<file path="config.mk">
export PLATFORM = sky130hd
export DESIGN_NAME = string_match_engine
export DESIGN_NICKNAME = d
export VERILOG_FILES = /design/src/rtl/string_match_engine.sv
export SDC_FILE = /design/constraint.sdc
export NUM_CORES = 1
export LEC_CHECK = 0
export BUFFER_PORTS_ARGS = -buffer_cell sky130_fd_sc_hd__buf_2
export CELL_PAD_IN_SITES_DETAIL_PLACEMENT = 1
export CELL_PAD_IN_SITES_GLOBAL_PLACEMENT = 2
export CORE_UTILIZATION = 34
export DETAILED_ROUTE_END_ITERATION = 12
export HOLD_SLACK_MARGIN = 0.1
export PLACE_DENSITY = 0.93
export SKIP_LAST_GASP = 1
export SLEW_MARGIN = 20
export SYNTH_ARGS = -nofsm -noshare
export SYNTH_HDL_FRONTEND = slang
export SYNTH_SLANG_ARGS = --single-unit
</file>
<file path="constraint.sdc">
create_clock -name clk -period 6.3 [get_ports clk]
set_input_delay 0.63 -clock clk [delete_from_list [all_inputs] [get_ports clk]]
set_output_delay 0.63 -clock clk [all_outputs]
set_load 0.01 [all_outputs]
</file>
<file path="src/rtl/string_match_engine.sv">
// Brute-force substring counter: slides a pat_len window across a text ROM from a start offset,
// comparing one character per FETCH/COMPARE pair and counting full-pattern matches.
module string_match_engine #(
  parameter int DATA_W  = 8,
  parameter int TADDR_W = 8,
  parameter int PADDR_W = 3,
  parameter int CNT_W   = 8
) (
  input  logic               clk,
  input  logic               rst,
  input  logic               start,
  input  logic [TADDR_W-1:0] start_addr,
  input  logic [TADDR_W:0]   text_len,
  input  logic [PADDR_W:0]   pat_len,
  input  logic               overlap,
  output logic [TADDR_W-1:0] txt_addr,
  input  logic [DATA_W-1:0]  txt_data,
  output logic [PADDR_W-1:0] pat_addr,
  input  logic [DATA_W-1:0]  pat_data,
  output logic               busy,
  output logic               done,
  output logic               match,
  output logic [CNT_W-1:0]   count,
  output logic               count_sat,
  output logic [TADDR_W-1:0] last_addr
);

  typedef enum logic [2:0] {IDLE, CHECK, FETCH, COMPARE, DONE} state_t;

  localparam logic [TADDR_W:0] B_ONE = 1;
  localparam logic [PADDR_W:0] J_ONE = 1;

  state_t             state, state_nxt;
  logic [TADDR_W:0]   b;
  logic [PADDR_W:0]   j;
  logic [TADDR_W:0]   text_len_r;
  logic [PADDR_W:0]   pat_len_r;
  logic               overlap_r;

  logic [TADDR_W+1:0] win_end;
  logic               win_fits;
  logic               char_eq;
  logic               last_char;
  logic [TADDR_W:0]   step;

  function automatic logic [CNT_W-1:0] sat_inc(input logic [CNT_W-1:0] c);
    return (&c) ? c : c + 1'b1;
  endfunction

  // Window check uses one extra bit so b + pat_len can never wrap past text_len.
  assign win_end   = {1'b0, b} + {{(TADDR_W+1-PADDR_W){1'b0}}, pat_len_r};
  assign win_fits  = (pat_len_r != '0) && (win_end <= {1'b0, text_len_r});
  assign char_eq   = (txt_data == pat_data);
  assign last_char = ((j + J_ONE) == pat_len_r);
  assign step      = overlap_r ? B_ONE : {{(TADDR_W-PADDR_W){1'b0}}, pat_len_r};

  assign txt_addr  = b[TADDR_W-1:0] + {{(TADDR_W-PADDR_W-1){1'b0}}, j};
  assign pat_addr  = j[PADDR_W-1:0];
  assign busy      = (state != IDLE);
  assign done      = (state == DONE);

  always_comb begin
    state_nxt = state;
    match     = 1'b0;
    case (state)
      IDLE:    if (start) state_nxt = CHECK;
      CHECK:   state_nxt = win_fits ? FETCH : DONE;
      FETCH:   state_nxt = COMPARE;
      COMPARE: begin
        state_nxt = (char_eq && !last_char) ? FETCH : CHECK;
        match     = char_eq && last_char;
      end
      DONE:    state_nxt = IDLE;
      default: state_nxt = IDLE;
    endcase
  end

  always_ff @(posedge clk) begin
    if (rst) begin
      state     <= IDLE;
      b         <= '0;
      j         <= '0;
      count     <= '0;
      count_sat <= 1'b0;
      last_addr <= '0;
    end else begin
      state <= state_nxt;
      case (state)
        IDLE: if (start) begin
          b         <= {1'b0, start_addr};
          j         <= '0;
          count     <= '0;
          count_sat <= 1'b0;
          last_addr <= '0;
        end
        COMPARE: begin
          if (!char_eq) begin
            b <= b + B_ONE;
            j <= '0;
          end else if (!last_char) begin
            j <= j + J_ONE;
          end else begin
            last_addr <= b[TADDR_W-1:0];
            count     <= sat_inc(count);
            if (&count) count_sat <= 1'b1;
            j <= '0;
            b <= b + step;
          end
        end
        default: ;
      endcase
    end
  end

  // Search configuration is captured once per accepted start; contents are don't-care while idle.
  always_ff @(posedge clk) begin
    if (state == IDLE && start) begin
      text_len_r <= text_len;
      pat_len_r  <= pat_len;
      overlap_r  <= overlap;
    end
  end

endmodule

</file>
# Word-level counts from Yosys, hierarchy flattened
# Index checks and enable logic that the tools add are counted.
dict set report word_totals {
  reg_bits 47
  output_inout_bits 31
  word_cells 70
}
dict set report classes {
  addsub 6
  magnitude_cmp 1
  eq_ne 12
  mux 27
  reduce_logical 15
}
# op n
set ops {}
lappend ops {{8-bit 2-to-1 mux} 6}
lappend ops {{8-bit case mux with 2 select lines} 2}
lappend ops {{9-bit 2-to-1 mux} 3}
lappend ops {{9-bit case mux with 2 select lines} 1}
lappend ops {{4-bit 2-to-1 mux} 4}
lappend ops {{3-bit case mux with 4 select lines} 1}
lappend ops {{9-bit by 4-bit adder with 10-bit output} 1}
lappend ops {{10-bit by 9-bit less-or-equal comparator with 1-bit output} 1}
lappend ops {{2-bit != test, second input constant} 5}
lappend ops {{5-bit AND reduction} 2}
lappend ops {{9-bit by 1-bit adder with 9-bit output, second input constant} 1}
lappend ops {{9-bit by 4-bit adder with 9-bit output} 1}
lappend ops {{8-bit by 1-bit adder with 8-bit output, second input constant} 1}
lappend ops {{8-bit by 4-bit adder with 8-bit output} 1}
lappend ops {{8-bit == test} 1}
lappend ops {{4-bit case mux with 2 select lines} 1}
lappend ops {{8-bit AND reduction} 1}
lappend ops {{3-bit by 2-bit == test with 1-bit output, second input constant} 2}
lappend ops {{3-bit 2-to-1 mux} 2}
lappend ops {{1-bit 2-to-1 mux} 5}
lappend ops {{4-bit by 1-bit adder with 4-bit output, second input constant} 1}
lappend ops {{4-bit == test} 1}
lappend ops {{1-bit logical AND} 4}
lappend ops {{4-bit AND reduction} 1}
lappend ops {{12 further kinds} 12}

# Longest topological paths before layout
dict set report depth {
  depth_word 6
  depth_mapped 15
}

# Worst setup path before layout
# Ideal clock, no wire load.
dict set report synth_timing {
  kind {input to register}
  start {input port pat_data[1]}
  end {register b[7]}
  setup_time_ps 133
  arrival_ps 2923
  slack_ps 3245
  cell_stages 14
  n_path_buf 1
  cell_sequence {xor2_1 -> nor4_1 -> nand2_1 -> clkbuf_1 -> nor2_1 -> nand2_1 -> inv_1 -> ha_1 -> a211oi_1 -> nor2_1 -> or2_2 -> o211ai_1 -> mux2i_1 -> a31oi_1}
}
dict set report synth_between {
  elab_chain_len 3
}
# item line_no
set synth_lines {}
lappend synth_lines {{start: declaration} 19} ;# input logic [DATA_W-1:0] pat_data,
lappend synth_lines {{8-bit == test *} 53} ;# assign char_eq = (txt_data == pat_data);
lappend synth_lines {{3-bit != test (no line) or 9-bit 2-to-1 mux (tied branches)} --}
lappend synth_lines {{3-bit AND reduction (no line) or 9-bit case mux with 2 select lines (tied branches)} --}
lappend synth_lines {{end signal: assignment} 90} ;# b <= {1'b0, start_addr};
lappend synth_lines {{end signal: assignment} 98} ;# b <= b + B_ONE;
lappend synth_lines {{end signal: assignment} 107} ;# b <= b + step;
lappend synth_lines {{end: declaration} 34} ;# logic [TADDR_W:0] b;
# Every way passes the cells marked *; elsewhere a longest branch is shown, timed or not.
# A chain may end at the register's enable or synchronous reset.

# Worst setup path in the final report
dict set report layout_timing {
  start {input port pat_data[5]}
  end {register b[7]}
}
# Same word-level chain as after synthesis.

==> flow_summary.yaml <==
status:
  outcome: "completed"
clock_network:
  path_clk_slew_ns: 0.09
  numCtsBuffers: 5
  cts_root_buffer: "clkbuf_8"
  clock_latency_ns: 0.30
  h-tree-depth: 2
  post_cts_resized: 0
  cts_hold_buffers: 0
  cts.path.max_buffers: 2
  post_cts_buffers: 0
  cts_tree: "done"
  clock_sinks: 47
synth:
  syn_nets: 413
  yosysUniqueCellTypes: 51
  async_flop_share_pct: 0
  synthFlopType: "dfxtp_1"
  synth_edf_count: 14
  syn_area_per_cell_um2: 8.80
  synth_cells: 346
  yosysWarningCount: 0
  synth_top_cell_by_area: "dfxtp_1"
  synth_seq_cells: 47
  ys_seq_area_share_pct: 35.5
  synth_area_leaders: "dfxtp_1 (22%), edfxtp_1 (14%), ha_1 (9.5%)"
  netlist.area_leader.share_pct: 21.7
  syn_area_um2: 3040
sta:
  period_needed_ns: 3.29
  skew_ns: 0.00852
  finalMaxSlewViolations: 0
  hold-worst-slack_ns: 0.475
  setup_slack_ns: 3.01
  fin_crit_sh_pct: 52.2
  final-hold-violation-count: 0
  maxSlewHeadroom_pct: 31.3
  tightest_slew_ns: 1.03
  finalSetupTns_ns: 0
  rsz0062_at_grt: "no"
  setup_viol: 0
  timing.fmax_mhz: 304
placed_design:
  dp.cells: 506
  dpl_cell_area_um2: 3440
  routabilityCongestion: 0.775
  hpwl_um: 6380
  port_buffers: 71
  dpl_worst_slack_ns: 2.68
drt:
  drtIter0Drc: 82
  drt_wl_total_um: 8200
  dr.pass1.iters: 4
  routedWlPerCell_um: 16.0
  num_vias: 2779
  ant_nets: 0
  vias_per_cell: 5.42
  drc: 0
finish:
  layout.cells.non_filler: 513
  layout_commonest_cell: "buf_2"
  drive_gt1_share_pct: 21.5
  insertedDiodeCount: 0
  finalInstanceArea_um2: 3540
  nets: 472
  final_cell_mix: "buf_2 (71), dfxtp_1 (33), nor2_1 (28)"
  layout-area-overhead-vs-synth_pct: 16.4
min_path:
  worst_hold_path_type: "register to register"
power_and_ir_drop:
  pwr_density_cell_nw_per_um2: 221
  p_sw_share_pct: 32.7
  switchingPower_uw: 256
  combPwrFrac_pct: 27.7
  p_leak_nw: 1.56
  seqPwrFrac_pct: 46.3
  clkPwrFrac_pct: 26.0
  intPower_uw: 527
  vdd_ir_drop_max_mv: 0.0783
floorplan:
  fp.dieW_um: 96.6
  initial_utilization_pct: 35.1
  die_area_um2: 9340
  coreArea_um2: 8680
  row_count: 34
  die_h_um: 96.6
  pin_count: 72
grt:
  grt_max_degree: 27
  grt_pass1_wl_um: 14000
  overflow: 0
  antenna_found_initial: 0
  grt_pass1_vias: 2979
  gr-usage-all-layers_pct: 18.1
critical_path:
  critPathCaptureType: "register"
  worstPathRequired_ns: 6.47
  critical_path_class: "primary input to register"
  path_max_fanout: 18
  crit_arrival_ns: 3.46
  startpoint_type: "primary input"
run:
  drv_cap: 0
## per-stage QoR
| stage | util, % | power, mW |
|---|---|---|
| floorplan | - | 0.513 |
| detailed placement | 39.7 | 0.587 |
| global placement | 39.7 | 0.574 |
| global route | 40.8 | 0.828 |
| CTS | 40.8 | 0.790 |
| finish | 40.8 | 0.784 |
## Yosys cell counts (all sizes together) (3+ instances only)
master,number
edfxtp,14
o21a,4
nand2,19
fa,3
and2,3
o31ai,4
or4,4
nor3,6
xnor2,15
nor4,7
clkbuf,13
nand2b,11
nand3,16
or3,6
ha,23
a21oi,24
buf,7
a21o,7
nand4,4
nor2,29
a211oi,11
a31oi,3
o21ai,12
inv,23
xor2,15
mux2i,4
nor2b,3
dfxtp,33
## layout make-up
cell class                      instances  area (µm²)
Tap cell                              108         135
Sequential cell                        47        1080
Inverter                               23        86.3
Multi-Input combinational cell        256        1780
Timing Repair Buffer                   72         363
Clock buffer                            7        97.6
Fill cell                            1086        5130
## layer usage
metal / track usage (%) / up-vias / routed length (µm)
met5: 0 / - / 0
met1: 22.0 / 1349 / 3590
met2: 32.3 / 67 / 4050
met3: 2.82 / 18 / 356
li1: - / 1345 / -
met4: 6.20 / 0 / 207
## final timing paths
check | start | end | slack, ns | cells past startpoint
worst max-delay path | pat_data[5] | b[7] | 3.01 | 14
worst min-delay path | last_addr[0] | last_addr[0] | 0.47 | 2
worst max register to register | pat_len_r[1] | state[1] | 3.21 | 11
worst min register to register | last_addr[0] | last_addr[0] | 0.47 | 2
## sequential cells by signal, indices dropped and copies added (netlist names)
name / count
count_sat: 1
pat_len_r: 4
state: 3
last_addr: 8
j: 4
text_len_r: 9
b: 9
overlap_r: 1
count: 8
## worst max-delay path, stage by stage
cell	delay, ns
buf_2	0.10
xor2_1	0.15
nor4_1	0.28
nand2_1	0.43
nor2_1	0.30
nand2_1	0.13
inv_1	0.09
ha_1	0.24
a211oi_1	0.26
nor2_1	0.10
or2_2	0.31
o211ai_1	0.12
mux2i_1	0.22
a31oi_1	0.09
## power by group through the flow
stage | logic, mW | registers [mW] | clock network (mW)
after floorplan | 0.161 | 0.351 | 0
final | 0.217 | 0.363 | 0.204
after CTS | 0.218 | 0.363 | 0.209
after detailed placement | 0.217 | 0.370 | 0
after global routing | 0.245 | 0.366 | 0.217
after global placement | 0.205 | 0.369 | 0
## kinds of logic (layout without fill, tap and decap cells)
group	count (synthesis)	in the layout	synth area share (%)
buffers and inverters	43	102	6.04
flip-flops	47	47	35.5
adder cells (fa/ha/maj)	26	26	11.4
XOR/XNOR	30	30	8.63
multiplexers	4	4	1.32
AND/OR/NAND/NOR	118	118	20.1
AO/OA/AOI/OAI	78	78	17.0
No activity file was read; power rests on OpenSTA's default activity.
